==> src/rtl/ascon_pt_absorb.sv <==
// ASCON plaintext absorb stage: XORs message blocks into the rate, emits ciphertext, pads, drives p^b.
// Optional macro ASCON_PT_DECRYPT_EN adds a decrypt input (ciphertext in, plaintext out).
module ascon_pt_absorb #(
  parameter int unsigned RATE_BITS = 128,
  parameter int unsigned BW        = 5
) (
  input  logic                 clk,
  input  logic                 rst,
  input  logic                 start,
`ifdef ASCON_PT_DECRYPT_EN
  input  logic                 decrypt,
`endif
  input  logic [319:0]         state_in,
  input  logic [RATE_BITS-1:0] pt_data,
  input  logic                 pt_valid,
  input  logic                 pt_last,
  input  logic [BW-1:0]        pt_bytes,
  output logic                 pt_ready,
  output logic [RATE_BITS-1:0] ct_data,
  output logic [BW-1:0]        ct_bytes,
  output logic                 ct_last,
  output logic                 ct_valid,
  input  logic                 ct_ready,
  output logic                 perm_req,
  output logic [319:0]         perm_state,
  input  logic                 perm_ack,
  input  logic [319:0]         perm_result,
  output logic [319:0]         state_out,
  output logic                 done,
  output logic                 busy
);

  localparam int unsigned SW = 320;
  localparam int unsigned CW = SW - RATE_BITS;
  localparam int unsigned NB = RATE_BITS / 8;

  typedef enum logic [2:0] {IDLE, WAIT_PT, PERM, PAD, DONE} state_t;

  state_t                 state_q, state_nxt;
  logic [SW-1:0]          st_q, st_nxt;
  logic                   last_full_q, last_full_nxt;
  logic                   dec_q;

  logic [RATE_BITS-1:0]   ct_data_nxt;
  logic [BW-1:0]          ct_bytes_nxt;
  logic                   ct_last_nxt, ct_valid_nxt;
  logic                   perm_req_nxt;
  logic [SW-1:0]          perm_state_nxt;
  logic [SW-1:0]          state_out_nxt;
  logic                   done_nxt, busy_nxt;

  logic [BW-1:0]          n_sat, n;
  logic [RATE_BITS-1:0]   mask, pad, rate, x, ct_blk, absorbed;
  logic                   hs, idle_like;

`ifdef ASCON_PT_DECRYPT_EN
  // Direction is latched once per message.
  always_ff @(posedge clk) begin
    if (rst) dec_q <= 1'b0;
    else if (start && (state_q == IDLE || state_q == DONE)) dec_q <= decrypt;
  end
`else
  assign dec_q = 1'b0;
`endif

  assign pt_ready  = !rst && (state_q == WAIT_PT) && (!ct_valid || ct_ready);
  assign hs        = pt_valid && pt_ready;
  assign idle_like = (state_q == IDLE) || (state_q == DONE);
  assign rate      = st_q[SW-1 -: RATE_BITS];

  // Byte masks: byte 0 is the most significant byte of the rate.
  always_comb begin
    n_sat = (pt_bytes > BW'(NB)) ? BW'(NB) : pt_bytes;
    n     = pt_last ? n_sat : BW'(NB);
    mask  = '0;
    pad   = '0;
    for (int i = 0; i < int'(NB); i++) begin
      mask[RATE_BITS-1-8*i -: 8] = (BW'(i) < n)  ? 8'hFF : 8'h00;
      pad[RATE_BITS-1-8*i -: 8]  = (BW'(i) == n) ? 8'h80 : 8'h00;
    end
  end

  // Pad byte is zero whenever n covers the whole rate.
  always_comb begin
    x        = pt_data & mask;
    ct_blk   = x ^ (rate & mask);
    absorbed = (dec_q ? ((rate & ~mask) | x) : (rate ^ x)) ^ pad;
  end

  always_comb begin
    state_nxt      = state_q;
    st_nxt         = st_q;
    last_full_nxt  = last_full_q;
    ct_data_nxt    = ct_data;
    ct_bytes_nxt   = ct_bytes;
    ct_last_nxt    = ct_last;
    ct_valid_nxt   = ct_valid && !ct_ready;
    perm_req_nxt   = perm_req;
    perm_state_nxt = perm_state;
    state_out_nxt  = state_out;
    done_nxt       = 1'b0;

    if (hs) begin
      ct_valid_nxt = 1'b1;
      ct_data_nxt  = ct_blk;
      ct_bytes_nxt = n;
      ct_last_nxt  = pt_last;
    end

    case (state_q)
      IDLE, DONE: begin
        if (start) begin
          st_nxt    = state_in;
          state_nxt = WAIT_PT;
        end
      end
      WAIT_PT: begin
        if (hs) begin
          st_nxt = {absorbed, st_q[CW-1:0]};
          if (pt_last && n != BW'(NB)) begin
            state_nxt     = DONE;
            state_out_nxt = st_nxt;
            done_nxt      = 1'b1;
          end else begin
            state_nxt      = PERM;
            last_full_nxt  = pt_last;
            perm_req_nxt   = 1'b1;
            perm_state_nxt = st_nxt;
          end
        end
      end
      PERM: begin
        if (perm_req && perm_ack) begin
          st_nxt       = perm_result;
          perm_req_nxt = 1'b0;
          state_nxt    = last_full_q ? PAD : WAIT_PT;
        end
      end
      PAD: begin
        st_nxt        = st_q ^ {1'b1, (SW-1)'(0)};
        state_nxt     = DONE;
        state_out_nxt = st_nxt;
        done_nxt      = 1'b1;
      end
      default: state_nxt = IDLE;
    endcase

    busy_nxt = (state_nxt == WAIT_PT) || (state_nxt == PERM) || (state_nxt == PAD);
  end

  always_ff @(posedge clk) begin
    if (rst) begin
      state_q     <= IDLE;
      st_q        <= '0;
      last_full_q <= 1'b0;
      ct_data     <= '0;
      ct_bytes    <= '0;
      ct_last     <= 1'b0;
      ct_valid    <= 1'b0;
      perm_req    <= 1'b0;
      perm_state  <= '0;
      state_out   <= '0;
      done        <= 1'b0;
      busy        <= 1'b0;
    end else begin
      state_q     <= state_nxt;
      st_q        <= st_nxt;
      last_full_q <= last_full_nxt;
      ct_data     <= ct_data_nxt;
      ct_bytes    <= ct_bytes_nxt;
      ct_last     <= ct_last_nxt;
      ct_valid    <= ct_valid_nxt;
      perm_req    <= perm_req_nxt;
      perm_state  <= perm_state_nxt;
      state_out   <= state_out_nxt;
      done        <= done_nxt;
      busy        <= busy_nxt;
    end
  end

endmodule

==> config.mk <==
export PLATFORM = sky130hd
export DESIGN_NAME = ascon_pt_absorb
export DESIGN_NICKNAME = d
export VERILOG_FILES = /design/src/rtl/ascon_pt_absorb.sv
export SDC_FILE = /design/constraint.sdc
export NUM_CORES = 2
export LEC_CHECK = 0
export CELL_PAD_IN_SITES_DETAIL_PLACEMENT = 0
export CELL_PAD_IN_SITES_GLOBAL_PLACEMENT = 2
export CORE_AREA = 2 2 614 616
export DETAILED_ROUTE_END_ITERATION = 10
export DIE_AREA = 0 0 616 618
export PLACE_DENSITY_LB_ADDON = 0.1
export SLEW_MARGIN = 20
export SYNTH_ARGS = -nofsm -noshare
export SYNTH_HDL_FRONTEND = slang
export SYNTH_SLANG_ARGS = --single-unit
==> constraint.sdc <==
create_clock -name clk -period 2.4 [get_ports clk]
set_input_delay 0.36 -clock clk [delete_from_list [all_inputs] [get_ports clk]]
set_output_delay 0.36 -clock clk [all_outputs]
set_load 0.1 [all_outputs]
Yosys cells after proc, flatten, opt, wreduce, memory -nomap -nowiden

Index checks and enable logic that the tools add are counted.

Reduce and logical (&&, ||, !) cells: 26
Bitwise gates (word level): 9
Equality and inequality tests: 28
Muxes and demuxes: 55
$lt $le $gt $ge: 17

Operators by type and width:

| cell                                                       | count |
|---|---|
| two-way mux 320 bit                                        | 5 |
| one-hot mux 320 bit (4 select lines)                       | 1 |
| one-hot mux 320 bit (2 select lines)                       | 1 |
| XOR 128 bit                                                | 3 |
| bitwise AND 128 bit                                        | 2 |
| two-way mux 8 bit                                          | 32 |
| equality test 4 x 5 -> 1 bit (first input constant)        | 8 |
| less-than comparator 4 x 5 -> 1 bit (first input constant) | 8 |
| equality test 3 x 5 -> 1 bit (first input constant)        | 4 |
| less-than comparator 3 x 5 -> 1 bit (first input constant) | 4 |
| equality test 3 x 2 -> 1 bit (second input constant)       | 4 |
| two-way mux 3 bit                                          | 4 |
| one-hot mux 3 bit (4 select lines)                         | 1 |
| equality test 2 x 5 -> 1 bit (first input constant)        | 2 |
| less-than comparator 1 x 5 -> 1 bit (first input constant) | 2 |
| less-than comparator 2 x 5 -> 1 bit (first input constant) | 2 |
| two-way mux 5 bit                                          | 2 |
| AND reduction 5 bit                                        | 2 |
| != test 2 bit (second input constant)                      | 4 |
| AND reduction 4 bit                                        | 2 |
| equality test 3 x 1 -> 1 bit (second input constant)       | 2 |
| logical AND 1 bit                                          | 6 |
| two-way mux 1 bit                                          | 6 |
| AND reduction 3 bit                                        | 2 |
| 16 further kinds                                           | 26 |

Flip-flop bits (word level): 1102
Output and inout bits: 779
Input port bits: 780
Logic and storage cells: 149

Logic depth before layout (Yosys ltp)

Word-level depth: 11
Mapped depth: 10
Mapped depth without buffers: 6

Worst setup path after synthesis

OpenSTA, ideal clock, no wires.

Kind: register to output
Start: register state_q[2]
End: output pt_ready
Data required time: 2.040 ns
Slack: -1.419 ns
Cell stages (with the launch flop): 7
Buffers on the path: 4
Data arrival time: 3.459 ns
Cells stage by stage: dfxtp_1 > buf_2 > or3b_1 > clkbuf_1 > clkbuf_1 > clkbuf_1 > nor3_1

Cells in the longest elaborated chain, start to end: 3

Ends and longest elaborated chain:

| element                        | line | source |
|---|---|---|
| start: declaration             | 39   | `state_t state_q, state_nxt;` |
| start signal: assignment       | 166  | `state_q <= state_nxt;` |
| equality test 3 x 1 -> 1 bit   | 66   | `assign pt_ready = !rst && (state_q == WAIT_PT) && (!ct_valid \|\| ct_ready);` |
| logical AND 1 bit (2 in a row) | 66   |  |
| end: declaration               | 18   | `output logic pt_ready,` |

Every way passes these cells.

Worst setup path in the final report

Start: register state_q[2]
End: register st_q[174]

Cells in the longest elaborated chain, start to end: 4
Elaborated cells on any way between the ends: 13
Classes of those cells: 6 x eq/ne; 1 x mux; 2 x bitwise; 4 x reduce/logical

Ends and longest elaborated chain:

| element                                                       | line | source |
|---|---|---|
| equality test 3 bit or logical NOT 3 bit (tied branches)      | 110  | `case (state_q)` |
| OR reduction 2 bit                                            | 110  |  |
| != test 2 bit (no line) or nonzero test 2 bit (tied branches) | --   |  |
| AND reduction 5 bit (no line)                                 | --   |  |
| end signal: assignment                                        | 167  | `st_q <= st_nxt;` |
| end: declaration                                              | 40   | `logic [SW-1:0] st_q, st_nxt;` |

Several ways; a longest one is shown, not always the timed one.
A chain may end at the register's enable or synchronous reset.

==> results by group <==
Yosys
  • Post-synthesis async set-or-reset flop share: 0%
  • Synth area leader: dfxtp_1
  • Synth Flop Type: dfxtp_1
  • Post-synthesis sequential area ratio: between 40 and 50%
  • Synth warnings: 0
  • Post-synth EDFFs: 0
  • Post-synth cell types: a little over 60
  • Share of the synthesized area in the top cell type: a little under 50%
  • Leading post-synthesis cells by cell area: dfxtp_1 (49%), nand2_1 (9.2%), a21oi_1 (7.9%)
  • Most instantiated cells after synthesis: dfxtp_1 (1102), nand2_1 (1096), a21oi_1 (710)
  • Most frequent cell after synthesis: dfxtp_1
  • Cell area after synthesis: around 45000 sq um
  • Synthesized netlist cell count: about 5600
  • Synthesized flop and latch total: roughly 1100
  • Synthesized net count: 6363
  • Avg Inst Size Synth: 8.02 sq um

Global route
  • All-Layer GR Usage: a little under a fifth
  • Global-route wire length before repair: 479 mm
  • Met2 Use GR: 33.8%
  • Overflow after GRT: 0
  • Antenna violations before repair: about 160
  • Met1 Usage GRT: between 20% and 30%
  • Met3 Usage GRT: 4.25%
  • Most Used Layer, Global Route: met2
  • Largest net degree at the start of global routing: 166
  • Vias in the first global route: 49800

Route
  • DR WL/cell: between 20 and 30 um
  • Total Wirelength: about 380 mm
  • Iter 0 DRT Violations: 2979
  • Vias per cell: ~4
  • Residual DRC: 0
  • Vias: a little over 50000
  • First-pass DRT Iterations: 5
  • Post-route ant nets: 0

Placement
  • Buffers on Ports: ~1600
  • DP HPWL: between 200 and 300 mm
  • Pre-CTS setup slack: -899 ps
  • Routability cong.: slightly below 0.8

Critical path
  • Worst Setup Path Type: flop to flop
  • WP data arrival: around 3300 ps
  • Critical-path cell list: buf_4 -> nor2_4 -> nand3_1 -> buf_4 -> a21o_4 -> buf_12 -> a221oi_2 -> buf_4 -> nor3_1
  • Crit. End Element: flop
  • Max FO, Critical Path: 83
  • CP max stage delay: about 570 ps
  • Worst endpoint required time: 3100 ps
  • Most used cell, CP: buf_4
  • Startpoint Class: flop
  • Slowest-stage cell, CP: a221oi_2

Layout
  • Final core utilization: 21.0%
  • Share of cells above drive strength 1: between 20 and 30%
  • Nets@finish: 8330
  • Synth-to-layout area growth: 75.3%
  • Filler Cell Count: 41500

STA
  • Final setup vio count: approximately 210
  • Final Hold Vio Count: 0
  • Setup TNS: -7210 ps
  • Relative slew slack: between 20% and 30%
  • Max Fclk: just under 400 MHz
  • Final Worst Setup Slack: -180 ps
  • Fin. max-slew vios: 0
  • Unrepaired setup endpoints after global routing: yes
  • Clk_skew: just under 70 ps
  • Worst Tran Pin Value: 1100 ps
  • Period minus WS final: about 2600 ps
  • Tcrit/Tclk final: 108%

CTS
  • CTS H-Tree Depth: 4
  • Worst-Skew Late Latency: between 800 and 900 ps
  • Inserted Clock Buffers: 167
  • Clock Pin Slew Worst Setup and Hold Paths: roughly 60 ps
  • Clock root buffer: clkbuf_16
  • Clock Path Buffers: 4
  • CTS tree: done
  • Clock sinks: roughly 1100

Power
  • Worst vdd ir: roughly 490 uV
  • Power per cell area: slightly above 700 nW/um^2
  • Pleak: 29.9 nW

Status
  • Failing checks: setup timing
  • Run status: finished, violations left

Floorplanning
  • I/O pin count: approximately 1600
  • Die Width: between 600 and 700 um
  • Die footprint: about 380000 sq um
  • Initial core utilization: approximately an eighth
  • Die H: a little over 600 um
  • Rows: roughly 230
  • Core box area: 374000 sq um

Run
  • Max_cap viols: 0

Min path
  • Hold Path Class: input pin to flop
## cells in the final DEF, fill, tap and decap left out, types with 13 or more instances in the layout
master	Yosys	final
buf_16	0	14
diode_2	0	27
nand2_4	0	26
inv_1	64	63
a221oi_2	0	105
clkbuf_16	0	195
buf_6	0	21
nand2_2	1	35
o21ai_0	280	271
a221oi_1	241	117
xnor2_1	87	87
o221ai_1	36	36
a22o_1	19	19
nand2_1	1096	1035
a2bb2oi_1	14	14
a22oi_1	106	103
nor2_4	0	16
a221oi_4	0	19
a31oi_1	15	14
xor2_1	118	118
nand3_1	51	50
o2111ai_1	22	22
o21a_1	13	13
clkbuf_1	436	43
dfxtp_1	1102	1098
clkinv_2	0	21
clkdlybuf4s50_1	0	777
buf_4	7	1304
nor2_1	602	575
o211ai_1	30	30
a21oi_2	0	78
clkbuf_8	0	40
nor3_1	258	247
a211oi_1	61	61
a21oi_1	710	629
buf_12	0	148
## per-stage QoR
| step | hold WS, ps | area (sq um) | instances | total power [mW] |
|---|---|---|---|---|
| floorplan | 446 | 44800 | 5583 | 25.1 |
| global placement | 441 | 69500 | 12300 | 31.0 |
| detailed placement | 445 | 69500 | 12300 | 31.0 |
| CTS | 9.09 | 75600 | 12600 | 56.8 |
| global route | 35.7 | 78500 | 12700 | 58.4 |
| finish | 82.8 | 78500 | 12700 | 55.8 |
## layer usage
layer,wire [um],vias up
met5,165,-
met4,8490,24
met3,20900,524
met2,194000,1510
met1,153000,25200
li1,-,23500
## cell families (layout without fill, tap and decap cells)
family / count (synthesis) / count (layout) / synth area share [%]
buffers and inverters: 571 / 2652 / 4.99
AO/OA/AOI/OAI: 1637 / 1637 / 23.0
AND/OR/NAND/NOR: 2067 / 2069 / 18.7
other: 0 / 27 / 0
flip-flops: 1102 / 1102 / 49.3
multiplexers: 1 / 1 / 0.0224
XOR/XNOR: 205 / 205 / 4.01
## repair_timing
item                                   in CTS  in global routing
endpoints found under the hold margin       3                  0
hold buffers                                1                  0
pin swaps                                   4                150
setup endpoints to repair                 438                471
buffers inserted                            9                 51
resized for setup                          91                353
cloned                                      2                 32
## state kept, by name, summed over array words and instances, names as in the netlist, 3 cells and up
signal,count
ct_bytes,5
perm_state,320
st_q,320
state_q,3
state_out,320
ct_data,128
## layout make-up
cell class	count	area, sq um	share of cell area (%)
flip-flops and latches	1102	22100	28.1
well taps	4994	6250	7.96
inverters	65	246	0.314
repair buffers	2302	22000	28.0
diodes	27	67.6	0.0861
clock buffers	251	4920	6.26
multi-input cells	3912	22600	28.8
clock inverters	34	374	0.477
## worst max-delay path: cells and delay by family (launching register included)
kind                   cells  cell delay [ps]
buffers and inverters      4              690
flip-flops                 1              350
AO/OA/AOI/OAI              2              870
AND/OR/NAND/NOR            3              230
## worst paths after layout
kind,from,end,slack [ps],cells after the start
worst min register to register,st_q[1],perm_state[1],440,2
worst min-delay path,rst,ct_valid,80,4
worst max register to register,state_q[2],st_q[174],-180,9
worst max-delay path,state_q[2],st_q[174],-180,9
## where the power goes
group / switching, mW / total, mW / internal [mW]
Clock: 10.2 / 24.8 / 14.6
Combinational: 6.78 / 11.1 / 4.28
Sequential: 0.804 / 19.9 / 19.1
Total: 17.8 / 55.8 / 38.0
(Power assumes the default switching activity.)
